## config.mk

```make
export PLATFORM = sky130hd
export DESIGN_NAME = load_unit
export DESIGN_NICKNAME = d
export VERILOG_FILES = /design/src/rtl/load_unit.sv
export SDC_FILE = /design/constraint.sdc
export NUM_CORES = 1
export LEC_CHECK = 0
export ABC_AREA = 1
export ABC_CLOCK_PERIOD_IN_PS = 1400
export CAP_MARGIN = 20
export CORE_UTILIZATION = 40
export DETAILED_ROUTE_END_ITERATION = 16
export PLACE_DENSITY = 0.77
export SLEW_MARGIN = 20
export SYNTH_ARGS = -nofsm -noshare
export SYNTH_HDL_FRONTEND = slang
export SYNTH_SLANG_ARGS = --single-unit
export TNS_END_PERCENT = 20
```

## constraint.sdc

```tcl
create_clock -name clk -period 1.4 [get_ports clk]
set_input_delay 0.35 -clock clk [delete_from_list [all_inputs] [get_ports clk]]
set_output_delay 0.35 -clock clk [all_outputs]
set_load 0.02 [all_outputs]
```

## src/rtl/load_unit.sv

```systemverilog
// Load execution stage: pops one load from the load buffer, forms base + offset,
// runs a single-outstanding request/response exchange with the data-memory port and
// broadcasts the result on the writeback bus. Optional response watchdog is enabled
// by defining LOAD_UNIT_TIMEOUT_EN.
module load_unit #(
    parameter int unsigned XLEN           = 16,
    parameter int unsigned ROB_ADDR_W     = 4,
    parameter int unsigned PREG_ADDR_W    = 5,
    parameter int unsigned TIMEOUT_CYCLES = 64
) (
    input  logic                   clk,
    input  logic                   n_rst,
    input  logic                   lb_ready,
    input  logic [XLEN-1:0]        lb_base,
    input  logic [XLEN-1:0]        lb_offset,
    input  logic [ROB_ADDR_W-1:0]  lb_rob_addr,
    input  logic [PREG_ADDR_W-1:0] lb_dst,
    output logic                   lb_pop,
    input  logic                   flush,
    output logic                   mem_req_valid,
    input  logic                   mem_req_ready,
    output logic [XLEN-1:0]        mem_req_addr,
    input  logic                   mem_resp_valid,
    input  logic [XLEN-1:0]        mem_resp_data,
    output logic                   wb_valid,
    output logic [ROB_ADDR_W-1:0]  wb_rob_addr,
    output logic [PREG_ADDR_W-1:0] wb_preg,
    output logic [XLEN-1:0]        wb_data,
    output logic                   busy,
    output logic                   fault
);

    typedef enum logic [2:0] {StIdle, StReq, StWait, StWb, StDrain} state_e;

    state_e                 state_q, state_d;
    logic [XLEN-1:0]        addr_q, addr_d;
    logic [ROB_ADDR_W-1:0]  rob_q, rob_d;
    logic [PREG_ADDR_W-1:0] preg_q, preg_d;
    // Writeback fields are separate registers so they hold across the next pop.
    logic [ROB_ADDR_W-1:0]  wb_rob_q, wb_rob_d;
    logic [PREG_ADDR_W-1:0] wb_preg_q, wb_preg_d;
    logic [XLEN-1:0]        wb_data_q, wb_data_d;

`ifdef LOAD_UNIT_TIMEOUT_EN
    localparam int unsigned CntW = $clog2(TIMEOUT_CYCLES + 1);
    logic [CntW-1:0] cnt_q, cnt_d;
    logic            fault_q, fault_d;
    logic            waiting;
`endif

    // Next-state and handshake outputs.
    always_comb begin
        state_d       = state_q;
        addr_d        = addr_q;
        rob_d         = rob_q;
        preg_d        = preg_q;
        wb_rob_d      = wb_rob_q;
        wb_preg_d     = wb_preg_q;
        wb_data_d     = wb_data_q;
        lb_pop        = 1'b0;
        mem_req_valid = 1'b0;
        wb_valid      = 1'b0;
`ifdef LOAD_UNIT_TIMEOUT_EN
        cnt_d         = cnt_q;
        fault_d       = fault_q;
        waiting       = 1'b0;
`endif
        case (state_q)
            StIdle: begin
                if (lb_ready && !flush) begin
                    lb_pop  = 1'b1;
                    addr_d  = lb_base + lb_offset;
                    rob_d   = lb_rob_addr;
                    preg_d  = lb_dst;
                    state_d = StReq;
                end
            end
            StReq: begin
                mem_req_valid = 1'b1;
                // An accepted request must be drained even when flushed.
                if (mem_req_ready) begin
                    state_d = flush ? StDrain : StWait;
                end else if (flush) begin
                    state_d = StIdle;
                end
            end
            StWait: begin
                if (mem_resp_valid) begin
                    if (flush) begin
                        state_d = StIdle;
                    end else begin
                        wb_data_d = mem_resp_data;
                        wb_rob_d  = rob_q;
                        wb_preg_d = preg_q;
                        state_d   = StWb;
                    end
                end else if (flush) begin
                    state_d = StDrain;
                end
            end
            StWb: begin
                wb_valid = !flush;
                state_d  = StIdle;
            end
            StDrain: begin
                if (mem_resp_valid) begin
                    state_d = StIdle;
                end
            end
            default: state_d = StIdle;
        endcase
`ifdef LOAD_UNIT_TIMEOUT_EN
        waiting = ((state_q == StWait) || (state_q == StDrain)) && !mem_resp_valid;
        if (waiting && (cnt_q == CntW'(TIMEOUT_CYCLES - 1))) begin
            state_d = StIdle;
            fault_d = 1'b1;
        end
        if (((state_d == StWait) || (state_d == StDrain)) && (state_d != state_q)) begin
            cnt_d = '0;
        end else if (waiting) begin
            cnt_d = cnt_q + CntW'(1);
        end
`endif
    end

    // State and captured operands.
    always_ff @(posedge clk or negedge n_rst) begin
        if (!n_rst) begin
            state_q   <= StIdle;
            addr_q    <= '0;
            rob_q     <= '0;
            preg_q    <= '0;
            wb_rob_q  <= '0;
            wb_preg_q <= '0;
            wb_data_q <= '0;
        end else begin
            state_q   <= state_d;
            addr_q    <= addr_d;
            rob_q     <= rob_d;
            preg_q    <= preg_d;
            wb_rob_q  <= wb_rob_d;
            wb_preg_q <= wb_preg_d;
            wb_data_q <= wb_data_d;
        end
    end

`ifdef LOAD_UNIT_TIMEOUT_EN
    // Watchdog counter and sticky fault flag.
    always_ff @(posedge clk or negedge n_rst) begin
        if (!n_rst) begin
            cnt_q   <= '0;
            fault_q <= 1'b0;
        end else begin
            cnt_q   <= cnt_d;
            fault_q <= fault_d;
        end
    end

    assign fault = fault_q;
`else
    assign fault = 1'b0;
`endif

    assign mem_req_addr = addr_q;
    assign wb_rob_addr  = wb_rob_q;
    assign wb_preg      = wb_preg_q;
    assign wb_data      = wb_data_q;
    assign busy         = (state_q != StIdle);

endmodule

```

# Yosys cells after proc, flatten, opt, wreduce, memory -nomap -nowiden
# Cells that the tools add are included.
# totals
word_cells	37
register_bits	53
in_bits	63
output_inout_bits	46
# op_classes
bitwise_logic	1
mux	13
n_eq_ne	8
reduce_logical	7
add_sub_neg	1
# ops
cell	n
$mux 3	7
$add 16x16->16	1
$pmux 3 s4	1
$eq 3x2->1 const B	2
$ne 3x3->1 const B	2
$mux 1	4
$ne 2x2->1 const B	2
$reduce_and 4->1	1
$eq 3x1->1 const B	1
$eq 3x3->1 const B	1
$logic_not 3->1	1
$reduce_and 3->1	1
$reduce_bool 3->1	1
$mux 2	1
$reduce_and 2->1	1
$logic_and 1x1->1	1
$logic_not 1->1	1
$not 1->1	1

# Longest topological paths before layout
# logic_depth
word_depth	4
depth_mapped	11
depth_no_buf	11

# Worst setup path before layout
# OpenSTA, ideal clock, no wires.
# synth_timing
path_type	input to register
startpoint	in lb_base[0]
endpoint	reg addr_q[6], in the netlist mem_req_addr[6]
t_required_ns	1.282
path_slack_ns	-0.293
path_stages	9
setup_time_ns	0.118
n_path_buf	0
arrival_time_ns	1.575
path_cell_list	ha_1 fa_1 nand2_1 nand2_1 nand3_1 nand2_1 or2_2 nand3_1 nand2_1
# synth_via
elab_chain_cells	1
# synth_rtl
element	line	text
start: declaration	14	input logic [XLEN-1:0] lb_base,
$add 16x16->16	72	addr_d = lb_base + lb_offset;
end signal: assignment	138	addr_q <= addr_d;
end: declaration	36	logic [XLEN-1:0] addr_q, addr_d;
# No other way between the ends.
# A chain may end at the register's enable or synchronous reset.

# Worst setup path in the final report
# layout_timing
startpoint	reg state_q[2]
endpoint	out lb_pop
# layout_via
elab_chain_cells	2
# layout_rtl
element	line	text
start: declaration	35	state_e state_q, state_d;
start signal: assignment	129	state_q <= StIdle;
start signal: assignment	137	state_q <= state_d;
$logic_not 3->1	68	case (state_q)
$mux 1	68	
end: declaration	18	output logic lb_pop,
# No other way between the ends.

==> reports/qor.csv <==
metric,value,unit
cells after synthesis,404,
Final min period,1.68,ns
Fill cells,548,
HP Class,in2async,
vias per inst,4.75,
"Avg Cell Area, Syn",7.33,um2
post-DP HPWL,5600,um
row count,31,
CP startpoint,state_q[2]$_DFFE_PN0P_,
nets@finish,643,
post-synth cell types,29,
largest net degree at the start of global routing,54,
Critical Path Sink Type,output pin,
GR Overflow Total,0,
initial antenna violation count,0,
fin util,0.723,
hold buffer count at CTS,0,
Starting DRT DRC Count,62,
Yosys reg bits,53,
final wirelength,8780,um
Seq. cell area,1330,um2
num ports,109,
type of the worst setup path,reg2out,
DR WL/cell,13.2,um
status,finished with violations,
WHS,0.0248,ns
via count,3155,
Syn. warnings,0,
area of the mapped netlist,2960,um2
RSZ-0062 raised after global routing,true,
DR DRC count,0,
clock root buffer,clkbuf_8,
worst vdd ir,0.578,mV
Antenna Nets Post-Route,0,
worst path arrival time,1.33,ns
Startpoint Class,flop,
Final Hold Vio Count,0,
die extent in y,88.1,um
worst setup path endpoint,lb_pop,
DRT Pass-1 Iters,4,
n_diodes,0,
layout cell share with drive strength beyond 1,0.292,
DIE WIDTH,88.1,um
setup TNS,-7.81,ns
IO buf count,107,
Max Freq,0.595,GHz
ys async rst share,1.00,
total core area,7210,um2
Starting Density,0.411,
Post-synth EDFFs,0,
failing checks,setup timing,
clk_lat worst skew,0.30,ns
period utilisation layout,1.20,
clock-pin slew on the worst setup and hold paths,0.10,ns
worst r2r path cells,10,
LEAKAGE,2.79,nW
Max Slew Vio Count,0,
dominant synthesized flop cell,dfrtp_1,
syn_nets,483,
Worst R2R Setup Slack,-0.20,ns
H-tree depth,2,
WP data required,1.05,ns
CTS buffer count,5,
gr usage total,0.232,
CTS Buffer Depth,2,
final number of setup-violating endpoints,57,
GPL Wtd Cong,0.883,
Power Density,1540,nW/um2
CTS tree,built,
global-route wire length before repair,13900,um
dpl cells,630,
fin cells,664,
worst reg2reg path endpoint,mem_req_addr[7]$_DFFE_PN0P_,
vias in the first global route,3118,
clk sink count,53,
sequential-to-total area share from yosys stat,0.448,
max_cap viols,0,
clk_skew,0.00826,ns
Layout Area Growth over Synthesis,76.0,%
CP max FO,2,
RR Startpoint,state_q[2]$_DFFE_PN0P_,
area of the multi-input gates,1820,um2
Setup WS post-layout,-0.281,ns
total die area,7760,um2
[cells in the final DEF, fill, tap and decap left out, types with 3 or more instances in the layout]
master / count
nand3_1: 10
clkbuf_2: 9
ha_4: 13
nor2_2: 4
clkdlybuf4s50_1: 30
buf_12: 6
xnor2_1: 4
nand2_2: 24
nand3_2: 8
clkbuf_8: 5
clkdlybuf4s15_1: 18
o21ai_1: 17
dlygate4sd2_1: 21
nand2_4: 6
or2_4: 3
buf_6: 11
buf_2: 4
nor2_1: 10
inv_1: 46
a21oi_1: 5
a21oi_2: 6
inv_8: 4
nand2_1: 153
dlymetal6s2s_1: 21
o21ai_2: 6
dfrtp_1: 51
buf_4: 36
nand3b_1: 3
[worst min path at each step]
stage	start	to	slack [ns]	cells after the start
6_report	n_rst	wb_preg[2]$_DFFE_PN0P_	0.02	2
5_1_grt	n_rst	wb_preg[2]$_DFFE_PN0P_	0.03	2
3_5_place_dp	n_rst	wb_preg[2]$_DFFE_PN0P_	0.36	2
3_3_place_gp	n_rst	wb_preg[2]$_DFFE_PN0P_	0.36	2
2_1_floorplan	n_rst	mem_req_addr[0]$_DFFE_PN0P_	0.05	0
4_1_cts	n_rst	wb_preg[2]$_DFFE_PN0P_	0.03	2
[sequential cells by signal, summed over array words and instances, names as in the netlist]
| signal | count |
|---|---|
| state_q | 3 |
| wb_rob_addr | 4 |
| rob_q | 4 |
| wb_preg | 5 |
| mem_req_addr | 16 |
| wb_data | 16 |
| preg_q | 5 |
[cell type report]
cell class	instances	share of cell area
Sequential cell	53	0.255
Clock buffer	6	0.0139
Inverter	50	0.0405
Tap cell	99	0.0238
Clock inverter	2	0.00744
Multi-Input combinational cell	291	0.349
Timing Repair inverter	3	0.00648
Timing Repair Buffer	160	0.304
[cell families (layout without fill, tap and decap cells)]
group	Yosys count	after routing	share of synthesized area
xor gates and xnor gates	5	5	0.0148
and+or+nand+nor	233	233	0.323
other	1	1	0.00127
DFF	53	53	0.448
adders and majority gates	16	16	0.0701
AOI/OAI and AO/OA	36	36	0.0633
buffers and inverters	60	221	0.0802
[report_power, final]
part / leakage, nW / switching [W] / internal, W
Clock: 0.0554 / 0.000501 / 0.000537
Sequential: 0.669 / 0.000448 / 0.00220
Combinational: 2.06 / 0.00238 / 0.00199
[metrics by stage]
stage | setup WS [ns] | cell area, um2 | power [W]
floorplan | -0.159 | 2990 | 0.00449
global placement | -0.802 | 4370 | 0.00628
detailed placement | -0.876 | 4370 | 0.00639
CTS | -0.295 | 4930 | 0.00775
global route | -0.337 | 5220 | 0.00860
finish | -0.281 | 5220 | 0.00805
[worst max-delay path, stage by stage (launching register included)]
cell and delay, ns:
dfrtp_1 0.42, nor2_2 0.14, nand2_2 0.09, nor3_4 0.21
buf_6 0.16
[synth_stat cells, types with 2 or more instances]
cell | count | area [um2]
nor3_2 | 2 | 20.0
xnor2_1 | 4 | 35.0
nor3_1 | 3 | 15.0
clkbuf_1 | 4 | 15.0
buf_4 | 2 | 15.0
nand3_1 | 18 | 90.1
o21ai_1 | 22 | 110
dfrtp_1 | 53 | 1330
inv_1 | 47 | 176
nor2_2 | 2 | 12.5
ha_1 | 15 | 188
nand3b_1 | 3 | 22.5
inv_2 | 3 | 11.3
nor2_1 | 13 | 48.8
buf_2 | 4 | 20.0
and2_1 | 2 | 12.5
or2_2 | 3 | 18.8
a21oi_1 | 11 | 55.1
nand2_1 | 183 | 687
[per-layer routing]
| layer | share of wire | global-route usage |
|---|---|---|
| met5 | 0 | 0 |
| met4 | 0.017 | 0.0792 |
| met3 | 0.053 | 0.0311 |
| met2 | 0.52 | 0.429 |
| met1 | 0.41 | 0.275 |
[timing repair]
item                       in CTS  in global routing
resized for setup             141                111
pin swaps                      29                 28
setup buffers                  16                  8
setup endpoints to repair      89                 84
cloned                          6                  0
(Power assumes the default switching activity.)
==> RTL edit 1, RTL diff (same flow settings) <==
Build with the macro `LOAD_UNIT_TIMEOUT_EN` defined.
--- a/src/rtl/load_unit.sv
+++ b/src/rtl/load_unit.sv
@@ -4,2 +4,4 @@
 // by defining LOAD_UNIT_TIMEOUT_EN.
+`define LOAD_UNIT_TIMEOUT_EN
+
 module load_unit #(
Formal check against the unedited RTL: no difference found for any inputs over 10 cycles, from zero or initial values and one cycle with n_rst low; that may be too few to reach the edited logic, so the function may still have changed.
==> RTL edit 1 against the original RTL <==
  * Setup slack improved by 0.091 ns
  * Area after synthesis is 15% higher
  * Sequential cell count rose by 8
  * Largest cell class unchanged
  * Design area up 4.3%
  * Sequential power down 7%
  * Clock power rose by 49%
  * Hold slack improved by 0.0019 ns
  * Power fell by 18%
  * Wire length rose by 7.1%
  * The flow still finishes with violations (negative setup slack)
  * Critical endpoint unchanged
==> RTL edit 1: results (changes against the original RTL) <==
metric,value,unit,change
outcome,"complete, but fails checks",,
failing checks,negative setup slack,,
DRT met1 WL,3870,um,+7.4%
post-synthesis mux area share,6.79,%,+6.8 points
layout cells sized above 1,37.2,%,+8.0 points
"Seq/Total Area, Yosys",44.8,%,about the same
Leak Pwr,2.83,nW,+1.4%
Setup Viol. Count Final,38,,-33%
Mapped Nets,492,,+1.9%
crit-path max cell delay,0.52,ns,+0.10 ns
PortBufs,108,,+0.93%
clock-pin slew on the worst setup and hold paths,0.06,ns,-0.04 ns
met3 routed WL,549,um,+18%
M3 GR Usage,6.31,%,+3.2 points
RD Place Congestion,0.895,,+1.3%
Netlist cell types,31,,+6.9%
nets,648,,+0.78%
H-tree depth,3,,+1
global routing met1 resource utilization,25.4,%,-2.1 points
Synth top cells by count,"nand2_1 (136), dfrtp_1 (61), inv_1 (53), nand3_1 (26), o21ai_0 (26)",,
XOR/XNOR Fraction of Synth Area,2.57,%,+1.1 points
Setup TNS Final,-4.64,ns,+3.16 ns
routed length on met2,4910,um,+7.7%
Num CTS Buffers,9,,+4
"reg-to-reg slack, setup",-0.14,ns,+0.06 ns
Post-Layout Cell Count,677,,+2.0%
vias in the first global route,3192,,+2.4%
via-per-instance ratio,4.83,,+1.7%
top post-synthesis cells by area,"dfrtp_1 (45%), nand2_1 (15%), ha_1 (5.9%), inv_1 (5.8%), mux2_4 (4.8%)",,
crit-path leading delay family,buffers and inverters,,
final setup margin,-0.190,ns,+0.0913 ns
skew final,0.00817,ns,-0.0000896 ns
WL/cell,13.9,um,+5.0%
FILL cells,660,,+20%
RTL edit 1: metrics by stage:
step                      util [%]  power [mW]  instance area (um2)  setup WS [ns]
final                         66.2        6.56                 5440         -0.190
after global placement        60.1        5.02                 4940         -0.740
after floorplan                  -        3.74                 3490        -0.0578
after CTS                     64.9        6.58                 5330         -0.214
after detailed placement      60.1        5.09                 4940         -0.738
after global routing          66.2        6.99                 5440         -0.273
RTL edit 1: worst reg2reg max path, delay by kind of cell (launching register included):
family                 cells  cell delay [ns]
buffers and inverters      2             0.28
DFF                        1             0.41
and+or+nand+nor            9             0.78
RTL edit 1: worst paths after layout:
path / end / cells after the start / startpoint
hold / removal: mem_req_addr[2]$_DFFE_PN0P_ / 2 / n_rst
setup / recovery: lb_pop / 4 / lb_ready
max in group asynchronous: mem_req_addr[14]$_DFFE_PN0P_ / 2 / n_rst
min in group clk: mem_req_addr[0]$_DFFE_PN0P_ / 4 / lb_base[0]
hold reg to reg: fault$_DFFE_PN0P_ / 2 / fault$_DFFE_PN0P_
setup reg to reg: cnt_q[5]$_DFFE_PN0P_ / 11 / state_q[0]$_DFF_PN0_
RTL edit 1: timing repair:
item,in CTS,in global routing
endpoints found under the hold margin,0,0
setup endpoints to repair,95,97
gates resized for setup,169,134
buffers inserted,3,7
pin swaps,20,28
RTL edit 1: cell type report:
class	instances	share of cell area, %
inverter	55	3.89
sequential	61	28.1
multi-input combinational	288	38.7
clock buffer	11	2.78
timing repair buffer	153	23.3
tap	105	2.41
clock inverter	4	0.874
RTL edit 1: report_power, final:
group / switching, mW / total (mW) / leakage, nW / internal (mW)
sequential: 0.248 / 2.46 / 0.775 / 2.21
clock: 0.648 / 1.55 / 0.101 / 0.902
combinational: 1.40 / 2.55 / 1.95 / 1.15
total: 2.30 / 6.56 / 2.83 / 4.26
==> RTL edit 2, RTL diff (config.mk and constraints unchanged) <==
Made on the original files. The 5 states of `state_e` get a one-hot encoding in 5 bits.
--- a/src/rtl/load_unit.sv
+++ b/src/rtl/load_unit.sv
@@ -32,3 +32,3 @@
 
-    typedef enum logic [2:0] {StIdle, StReq, StWait, StWb, StDrain} state_e;
+    typedef enum logic [4:0] {StIdle = 5'b00001, StReq = 5'b00010, StWait = 5'b00100, StWb = 5'b01000, StDrain = 5'b10000} state_e;
 
Check against the original RTL: same outputs for any inputs over 10 cycles, from zero or initial values and one cycle with n_rst low; not proved beyond that.
==> RTL edit 2 against the original RTL <==
  * Area after synthesis up 4.7%
  * The run still ends with negative setup slack left
  * Power down 24%
  * Sequential cell count up 2
  * Cell count up 0.45%
  * Design area down 3.8%
  * Wire length down 2.0%
  * Setup slack better by 0.032 ns
  * Hold slack better by 0.0040 ns
  * Critical endpoint unchanged
==> RTL edit 2: results (changes against the original RTL) <==
metric,value,unit,change
1st-iter DRT viols,75,,+21%
final setup margin,-0.249,ns,+0.0319 ns
top post-synthesis cells by area,"dfrtp_1 (44%), nand2_1 (23%), ha_1 (6.0%), inv_1 (5.9%), nand3_1 (4.0%)",,
Non-clk invs,52,,-1.9%
outcome,"complete, but fails checks",,
failing checks,negative setup slack,,
Seq group,2.33,mW,-12%
FILL cells,597,,+8.9%
buffering overhead,28.9,%,-1.5 points
Peak supply drop,0.000514,V,-11%
Synth top cells by count,"nand2_1 (188), dfrtp_1 (54), inv_1 (49), nand3_1 (25), ha_1 (15)",,
pre-CTS setup slack,-0.712,ns,+0.164 ns
skew final,0.00446,ns,-0.00380 ns
DRT met1 WL,3490,um,-3.1%
vias in the first global route,3060,,-1.9%
multi-input gate share of total cell area,35.1,%,+0.23 points
first-pass GRT wire length,13400,um,-3.5%
crit path max-delay cell type,dfstp_2,,
clock-cell share of area,2.07,%,-0.065 points
Setup Viol. Count Final,38,,-33%
WL/cell,12.9,um,-2.5%
Total Routing Usage GR,19.9,%,-3.3 points
comb_multi_in,300,,+3.1%
largest net degree at the start of global routing,56,,+3.7%
fraction of area in registers,27.5,%,+2.0 points
met3 routed WL,440,um,-5.4%
placed inst area,4510,um2,+3.0%
RTL edit 2: worst paths after layout:
path	to	cells past startpoint	startpoint	slack (ns)
worst max-delay path	lb_pop	5	state_q[0]$_DFFE_PN1P_	-0.25
worst min-delay path	state_q[2]$_DFFE_PN0P_	2	n_rst	0.03
worst max register to register	state_q[4]$_DFFE_PN0P_	7	state_q[2]$_DFFE_PN0P_	-0.05
worst min register to register	mem_req_addr[13]$_DFFE_PN0P_	2	mem_req_addr[13]$_DFFE_PN0P_	0.48
max in group asynchronous	state_q[0]$_DFFE_PN1P_	2	n_rst	1.08
min in group clk	mem_req_addr[0]$_DFFE_PN0P_	4	lb_base[0]	0.35
RTL edit 2: what timing repair did:
item                                    4_1_cts  5_1_grt
hold buffers                                  0        0
endpoints found under the setup margin       89       73
buffers inserted                              6        4
gates resized for setup                     132       51
gates cloned                                  0        3
pin swaps                                    20        7
